File: config.mk
export PLATFORM = sky130hd
export DESIGN_NAME = wb_port_arbiter
export DESIGN_NICKNAME = d
export VERILOG_FILES = /design/src/rtl/wb_port_arbiter.sv
export SDC_FILE = /design/constraint.sdc
export NUM_CORES = 1
export LEC_CHECK = 0
export BUFFER_PORTS_ARGS = -buffer_cell sky130_fd_sc_hd__buf_4
export CAP_MARGIN = 40
export CORE_ASPECT_RATIO = 0.8
export CORE_UTILIZATION = 43
export DETAILED_ROUTE_END_ITERATION = 6
export PLACE_DENSITY = 0.73
export SETUP_SLACK_MARGIN = 0.05
export SLEW_MARGIN = 15
export SYNTH_ARGS = -nofsm -noshare
export SYNTH_HDL_FRONTEND = slang
export SYNTH_SLANG_ARGS = --single-unit
File: constraint.sdc
create_clock -name i_clk -period 5.4 [get_ports i_clk]
set_clock_uncertainty 0.15 [all_clocks]
set_input_delay 0.27 -clock i_clk [delete_from_list [all_inputs] [get_ports i_clk]]
set_output_delay 0.27 -clock i_clk [all_outputs]
set_load 0.01 [all_outputs]
File: src/rtl/wb_port_arbiter.sv
// Register-file write-port arbiter: writeback wins, long-latency results queue and drain on idle
// cycles, with a busy scoreboard and starvation stall. Optional same-cycle bypass: WB_ARB_BYPASS_EN.
`ifndef XLEN_64b
`define XLEN_64b 2
`endif

module wb_port_arbiter #(
    parameter int unsigned XLEN         = `XLEN_64b,
    parameter int unsigned FIFO_DEPTH   = 2,
    parameter int unsigned STARVE_LIMIT = 8,
    localparam int unsigned W  = 1 << (XLEN + 4),
    localparam int unsigned PW = $clog2(FIFO_DEPTH),
    localparam int unsigned CW = PW + 1
) (
    input  logic          i_clk,
    input  logic          i_rst,
    input  logic          i_clk_enable,
    input  logic          i_wb_valid,
    input  logic [4:0]    i_wb_addr,
    input  logic [W-1:0]  i_wb_data,
    input  logic          i_lu_issue,
    input  logic [4:0]    i_lu_issue_addr,
    input  logic          i_lu_valid,
    input  logic [4:0]    i_lu_addr,
    input  logic [W-1:0]  i_lu_data,
    output logic          o_lu_ready,
    input  logic [4:0]    i_rs1_addr,
    input  logic [4:0]    i_rs2_addr,
    output logic          o_busy_rs1,
    output logic          o_busy_rs2,
    output logic          o_rf_we,
    output logic [4:0]    o_rf_addr,
    output logic [W-1:0]  o_rf_data,
    output logic          o_pipe_stall,
    output logic [CW-1:0] o_fifo_count
);

    logic [4:0]    fifo_addr_q [FIFO_DEPTH];
    logic [W-1:0]  fifo_data_q [FIFO_DEPTH];
    logic [PW-1:0] rd_ptr_q, rd_ptr_d;
    logic [PW-1:0] wr_ptr_q, wr_ptr_d;
    logic [CW-1:0] count_q, count_d;
    logic [31:0]   busy_q, busy_d;
    logic [7:0]    starve_q, starve_d;

    logic          empty, full, push, pop, bypass, bypass_wr;
    logic          grant;
    logic [4:0]    gnt_addr;
    logic [W-1:0]  gnt_data;

    assign empty = (count_q == '0);
    assign full  = (count_q == CW'(FIFO_DEPTH));

`ifdef WB_ARB_BYPASS_EN
    assign bypass = i_lu_valid & empty & ~i_wb_valid;
`else
    assign bypass = 1'b0;
`endif

    assign bypass_wr  = bypass & i_clk_enable;
    assign pop        = i_clk_enable & ~i_wb_valid & ~empty;
    assign push       = i_clk_enable & i_lu_valid & ~full & ~bypass;
    assign o_lu_ready = ~full;

    always_comb begin
        grant    = 1'b0;
        gnt_addr = '0;
        gnt_data = '0;
        if (i_wb_valid) begin
            grant    = 1'b1;
            gnt_addr = i_wb_addr;
            gnt_data = i_wb_data;
        end else if (!empty) begin
            grant    = 1'b1;
            gnt_addr = fifo_addr_q[rd_ptr_q];
            gnt_data = fifo_data_q[rd_ptr_q];
        end else if (bypass) begin
            grant    = 1'b1;
            gnt_addr = i_lu_addr;
            gnt_data = i_lu_data;
        end
    end

    // Reset gating keeps a discarded queue head from reaching the register file.
    assign o_rf_we   = grant & i_clk_enable & ~i_rst & (gnt_addr != 5'd0);
    assign o_rf_addr = gnt_addr;
    assign o_rf_data = gnt_data;

    always_comb begin
        rd_ptr_d = rd_ptr_q;
        wr_ptr_d = wr_ptr_q;
        count_d  = count_q;
        if (pop) rd_ptr_d = rd_ptr_q + PW'(1);
        if (push) wr_ptr_d = wr_ptr_q + PW'(1);
        unique case ({push, pop})
            2'b10:   count_d = count_q + CW'(1);
            2'b01:   count_d = count_q - CW'(1);
            default: count_d = count_q;
        endcase
    end

    // Set is applied last so it wins over a same-cycle clear.
    always_comb begin
        busy_d = busy_q;
        if (pop) busy_d[fifo_addr_q[rd_ptr_q]] = 1'b0;
        if (bypass_wr) busy_d[i_lu_addr] = 1'b0;
        if (i_clk_enable && i_lu_issue && (i_lu_issue_addr != 5'd0)) begin
            busy_d[i_lu_issue_addr] = 1'b1;
        end
    end

    always_comb begin
        starve_d = starve_q;
        if (i_clk_enable) begin
            if (pop || empty) begin
                starve_d = '0;
            end else if (i_wb_valid && (starve_q != 8'(STARVE_LIMIT))) begin
                starve_d = starve_q + 8'd1;
            end
        end
    end

    always_ff @(posedge i_clk) begin
        if (i_rst) begin
            rd_ptr_q <= '0;
            wr_ptr_q <= '0;
            count_q  <= '0;
            busy_q   <= '0;
            starve_q <= '0;
        end else begin
            rd_ptr_q <= rd_ptr_d;
            wr_ptr_q <= wr_ptr_d;
            count_q  <= count_d;
            busy_q   <= busy_d;
            starve_q <= starve_d;
        end
    end

    always_ff @(posedge i_clk) begin
        if (push) begin
            fifo_addr_q[wr_ptr_q] <= i_lu_addr;
            fifo_data_q[wr_ptr_q] <= i_lu_data;
        end
    end

    assign o_busy_rs1   = busy_q[i_rs1_addr];
    assign o_busy_rs2   = busy_q[i_rs2_addr];
    assign o_pipe_stall = full | (starve_q == 8'(STARVE_LIMIT));
    assign o_fifo_count = count_q;

endmodule
### After elaboration in Yosys (flattened, before gate mapping)

Memory sizes are Yosys's and may differ from the RTL's. A register that Yosys moved wholly into a read port is not among the register bits.
Cells that the tools add are included.

| operators by class | value |
|---|---|
| $add $sub $neg | 5 |
| bitwise logic cells | 15 |
| mux-type cells | 25 |
| reduce and logical (&&, ||, !) cells | 12 |
| equality and inequality tests | 5 |
| $lt $le $gt $ge | 6 |

Operators by type and width:

| cell | count |
|---|---|
| 2-to-1 mux 64 bit | 2 |
| 2-to-1 mux 32 bit | 2 |
| AND 32 bit | 1 |
| inverter 32 bit | 1 |
| OR 32 bit | 1 |
| less-than comparator 5 x 6 -> 1 bit, second input constant | 4 |
| 2-to-1 mux 8 bit | 2 |
| 2-to-1 mux 1 bit | 12 |
| binary-select mux 1 bit (select 5 bit) | 2 |
| demux 1 bit (select 5 bit) | 2 |
| >= comparator 5 x 1 -> 1 bit, second input constant | 2 |
| 2-to-1 mux 5 bit | 2 |
| nonzero test 5 bit | 2 |
| adder 8 x 1 -> 8 bit, second input constant | 1 |
| == test 8 x 4 -> 1 bit, second input constant | 1 |
| inequality test 8 x 4 -> 1 bit, second input constant | 1 |
| AND 1 bit | 7 |
| logical AND 1 bit | 5 |
| == test 2 bit, second input constant | 2 |
| inverter 1 bit | 4 |
| one-hot mux 2 bit (2 select lines) | 1 |
| nonzero test 2 bit | 2 |
| adder 1 bit, second input constant | 2 |
| adder 2 x 1 -> 2 bit, second input constant | 1 |
| other kinds (6) | 6 |

| storage, ports and cells | value |
|---|---|
| memory bits (writable) | 138 |
| word-level logic and storage cells | 75 |
| register bits | 44 |
| output and inout bits | 76 |
| memories kept | 2 |

Memories:

| memory | words | bits a word | read ports | clocked after Yosys merged registers in | write ports | line | text |
|---|---|---|---|---|---|---|---|
| fifo_data_q | 2 | 64 | 1 | 1 | 1 | 39 | `logic [W-1:0] fifo_data_q [FIFO_DEPTH];` |
| fifo_addr_q | 2 | 5 | 1 | 1 | 1 | 38 | `logic [4:0] fifo_addr_q [FIFO_DEPTH];` |

### Logic depth before layout (Yosys ltp)

| depth | value |
|---|---|
| word-level depth | 9 |
| mapped depth | 7 |
| gate-level depth less buffers | 7 |

### Least setup slack after synthesis

OpenSTA, ideal clock, no wires.

| timing path | value |
|---|---|
| kind | register to register |
| start | reg count_q[0], in the netlist o_fifo_count[0] |
| end | mem fifo_addr_q[0][0] (enable) |
| setup slack | 1.003 ns |
| arrival | 3.750 ns |
| cell stages (with the launch flop) | 4 |
| required time | 4.753 ns |
| path through | dfxtp_1 nand2b_1 nand3_1 nor2_1 |

| on the way | value |
|---|---|
| longest elaborated chain between the ends | 5 |

Ends and longest elaborated chain:

| element | line | text |
|---|---|---|
| start, declared | 42 | `logic [CW-1:0] count_q, count_d;` |
| start signal, assigned | 133 | `count_q <= count_d;` |
| == test 2 bit | 52 | `assign full = (count_q == CW'(FIFO_DEPTH));` |
| inverter 1 bit | - |  |
| named net o_lu_ready | 26 | `output logic o_lu_ready,` |
| AND 1 bit | 62 | `assign push = i_clk_enable & i_lu_valid & ~full & ~bypass;` |
| 2-to-1 mux 1 bit | 140 | `if (push) begin` |
| 2-to-1 mux 1 bit (not written as such) | 141 | `fifo_addr_q[wr_ptr_q] <= i_lu_addr;` |
| end, declared | 38 |  |

The timed path passes the listed nets, and every way through them passes these cells.

==> impl_results.md <==
* # DRC at 0
* CP Data Required Time at 4.98 ns
* Overflow after GRT at 0
* DRT iter0 DRCs at 419
* GRT met1 Usage at 0.281
* Synth Area per Inst at 11.8 um^2
* Fill cell count at 1488
* Fin Setup TNS at 0 ns
* Area of the multi-input gates at 3190 um^2
* Storage cell area at between 5000 and 6000 um^2
* Vias/cell at between 5 and 6
* Arrival time worst endpoint at ~2.7 ns
* Async SR Flop Fraction at 0
* Row Count at 45
* Crit path largest cell delay at ~0.8 ns
* Fmax at ~0.33 GHz
* Count of input and output buffers at 234
* Clk sinks at around 180
* IO Count at 235
* Core ar. at ~19000 um^2
* Worst Setup Start Kind: register
* Crit end category: output pin
* CTS H-tree lvls at 4
* Yosys cell types at 55
* Total track usage at 0.213
* GR peak layer: met2
* Chip height at ~130 um
* Status: finished clean
* CTS tree: built
* PD cells at 290 nW/um^2
* CTS Buf Count at 17
* Starting Density at 0.443
* Hold WC Path Type: in2reg
* Largest net degree at the start of global routing at 76
* Reg-to-reg slack, setup at 2.72 ns
* CP max stage cell: dfxtp_4
* Peak VDD IR at 0.000203 V
* Crit share post-route at 0.568
* Least-Margin Pin Slew at 0.769 ns
* Clk buf depth at 2
* Total power at 3.42 mW
* Most frequent CP cell: buf_4
* Finished Core Util at 0.618
* DIE AREA at 20200 um^2
* CP top delay family: buffers and inverters
* Crit path cell chain: buf_4 > mux2i_1 > o21ai_0 > buf_4
* Leakage power at 4.42 nW
* Fin crit period at approximately 3 ns
* Share of cells above drive strength 1 at 0.289
* # Post-CTS Setup Buffers at 0
* Pre-CTS setup slack at 2.64 ns
* Final Hold Violating Endpoints at 0
* Drt wl/cell at 16.7 um
* Hpwl dp at 14.9 mm
* Initial antenna violation count at 2
* Worst path buffer plus inverter count at 2
* RSZ-0062 raised after global routing: no
* GR Util met2 at 0.345
* DR vias at around 6.7k
* Post-synthesis sequential area ratio at 0.597
* Setup-failing EPs final at 0
* Final slew viol count at 0
* Final Cell Area at 11800 um^2
* Placed cells at 1176
* Root Buffer: clkbuf_16
* Post-synthesis cell area at 8450 um^2
* MaxCap Viol Count at 0
* EDFF count, synth at between 100 and 150
* Met3 Track Usage GR at 0.0471
* Global-route wire length before repair at 33.4 mm
* Syn Nets at 879
* Insertion delay to the later sink of the worst-skew pair at 0.42 ns
* Total routed wirelength at 21.5 mm
* Non-filler cells in the finished layout at 1284
* Pre-antenna DRT Iters at 5
* Post-Syn Instances at about 720
* Area Overhead vs Synth at 39.6%
* Final net count at roughly 1.2k
* DIE WIDTH at 159 um
* Max_slew headroom at 0.487
* Hold WS at 0.0165 ns
* Setup slack after layout at 2.33 ns
* Gp weighted congestion at 0.888
* Clock transition at path regs at 0.07 ns
* Final ANT Viol Nets at 0
* Worst Path Max Fanout at 37
* Yosys reg bits at between 150 and 200
* Placed Area at 10400 um^2
* Crit Path Class: reg2out
* Vias in the first global route at 6281
* Main synth FF type: edfxtp_1
* Warnings from Yosys at 0
## tightest hold or removal path: stages
cell and delay [ns]:
buf_4 0.11, nand4b_1 0.11, a21oi_1 0.06
## layout by cell type, fill, tap and decap left out, types with 3 or more instances in the layout
master         count
nor4_1             3
or3_1              3
o21ai_2            3
inv_6              7
dfxtp_1           44
o32ai_1            4
nand4b_1           3
a21oi_1           13
ha_1               3
nand3_1           15
inv_1              9
nor2_1            23
mux2i_1           92
edfxtp_1         138
o211ai_1           5
nor2b_1           24
nand4_1            3
nand2_1          108
a22oi_1            8
dlygate4sd3_1     74
nand2b_1           4
o21ai_1            4
xnor2_1            3
clkbuf_16         17
and2_1             4
nand3b_1          15
xor2_1             5
buf_4            237
mux2i_4            4
inv_8              3
o21ai_0          104
## layout make-up
cell class | count | area share
Multi-Input combinational cell | 487 | 0.270
Sequential cell | 183 | 0.428
Inverter | 9 | 0.00287
Tap cell | 258 | 0.0274
Timing Repair Buffer | 313 | 0.218
Antenna cell | 2 | 0.000424
Clock buffer | 17 | 0.0361
Clock inverter | 15 | 0.0166
## synthesized netlist by cell type (9+ instances only)
library cell | number | share of area
nand2_1 | 108 | 0.048
nor2b_1 | 24 | 0.018
o21ai_0 | 104 | 0.062
nand3_1 | 15 | 0.0089
nand3b_1 | 15 | 0.013
dfxtp_1 | 45 | 0.11
clkbuf_1 | 20 | 0.0089
inv_1 | 9 | 0.0040
mux2i_1 | 92 | 0.11
a21oi_1 | 13 | 0.0077
nor2_1 | 25 | 0.011
buf_4 | 9 | 0.0080
edfxtp_1 | 138 | 0.49
## final timing paths
kind,from,endpoint,cells after the start
worst max-delay path,register,o_rf_data[33],4
worst min-delay path,i_lu_issue_addr[0],busy_q[18],3
worst max register to register,register,busy_q[6],5
worst min register to register,busy_q[20],busy_q[20],2
## flip-flops by register name, indices dropped and copies added (netlist names), named ones only
name	cells
fifo_data_q	128
busy_q	32
fifo_addr_q	10
starve_q	8
o_fifo_count	2
rd_ptr_q	1
wr_ptr_q	1
## report_power, final
| part | total, mW | internal [mW] | switching (mW) |
|---|---|---|---|
| registers | 1.60 | 1.57 | 0.0286 |
| logic | 0.536 | 0.269 | 0.267 |
| clock network | 1.29 | 0.710 | 0.581 |
| total | 3.42 | 2.55 | 0.876 |
## timing repair
| item | in CTS | in global routing |
|---|---|---|
| setup endpoints to repair | 0 | 0 |
| gates resized for setup | 0 | 0 |
| hold buffers | 74 | 0 |
| endpoints found under the hold margin | 145 | 0 |
## cell families after synthesis
kind of cell	count (synthesis)	synth area share
AOI/OAI and AO/OA	152	0.102
muxes	99	0.124
buffers and inverters	47	0.0275
and+or+nand+nor	225	0.136
DFF	183	0.597
adders and majority gates	3	0.00444
xor gates and xnor gates	8	0.00829
## routing by layer
| metal | part of all wire | wire, um | vias to the layer above |
|---|---|---|---|
| li1 | - | - | 3236 |
| met1 | 0.44 | 9370 | 3126 |
| met2 | 0.47 | 10100 | 266 |
| met3 | 0.067 | 1440 | 29 |
| met4 | 0.026 | 551 | 0 |
| met5 | 0 | 0 | - |
(Power assumes the default switching activity.)
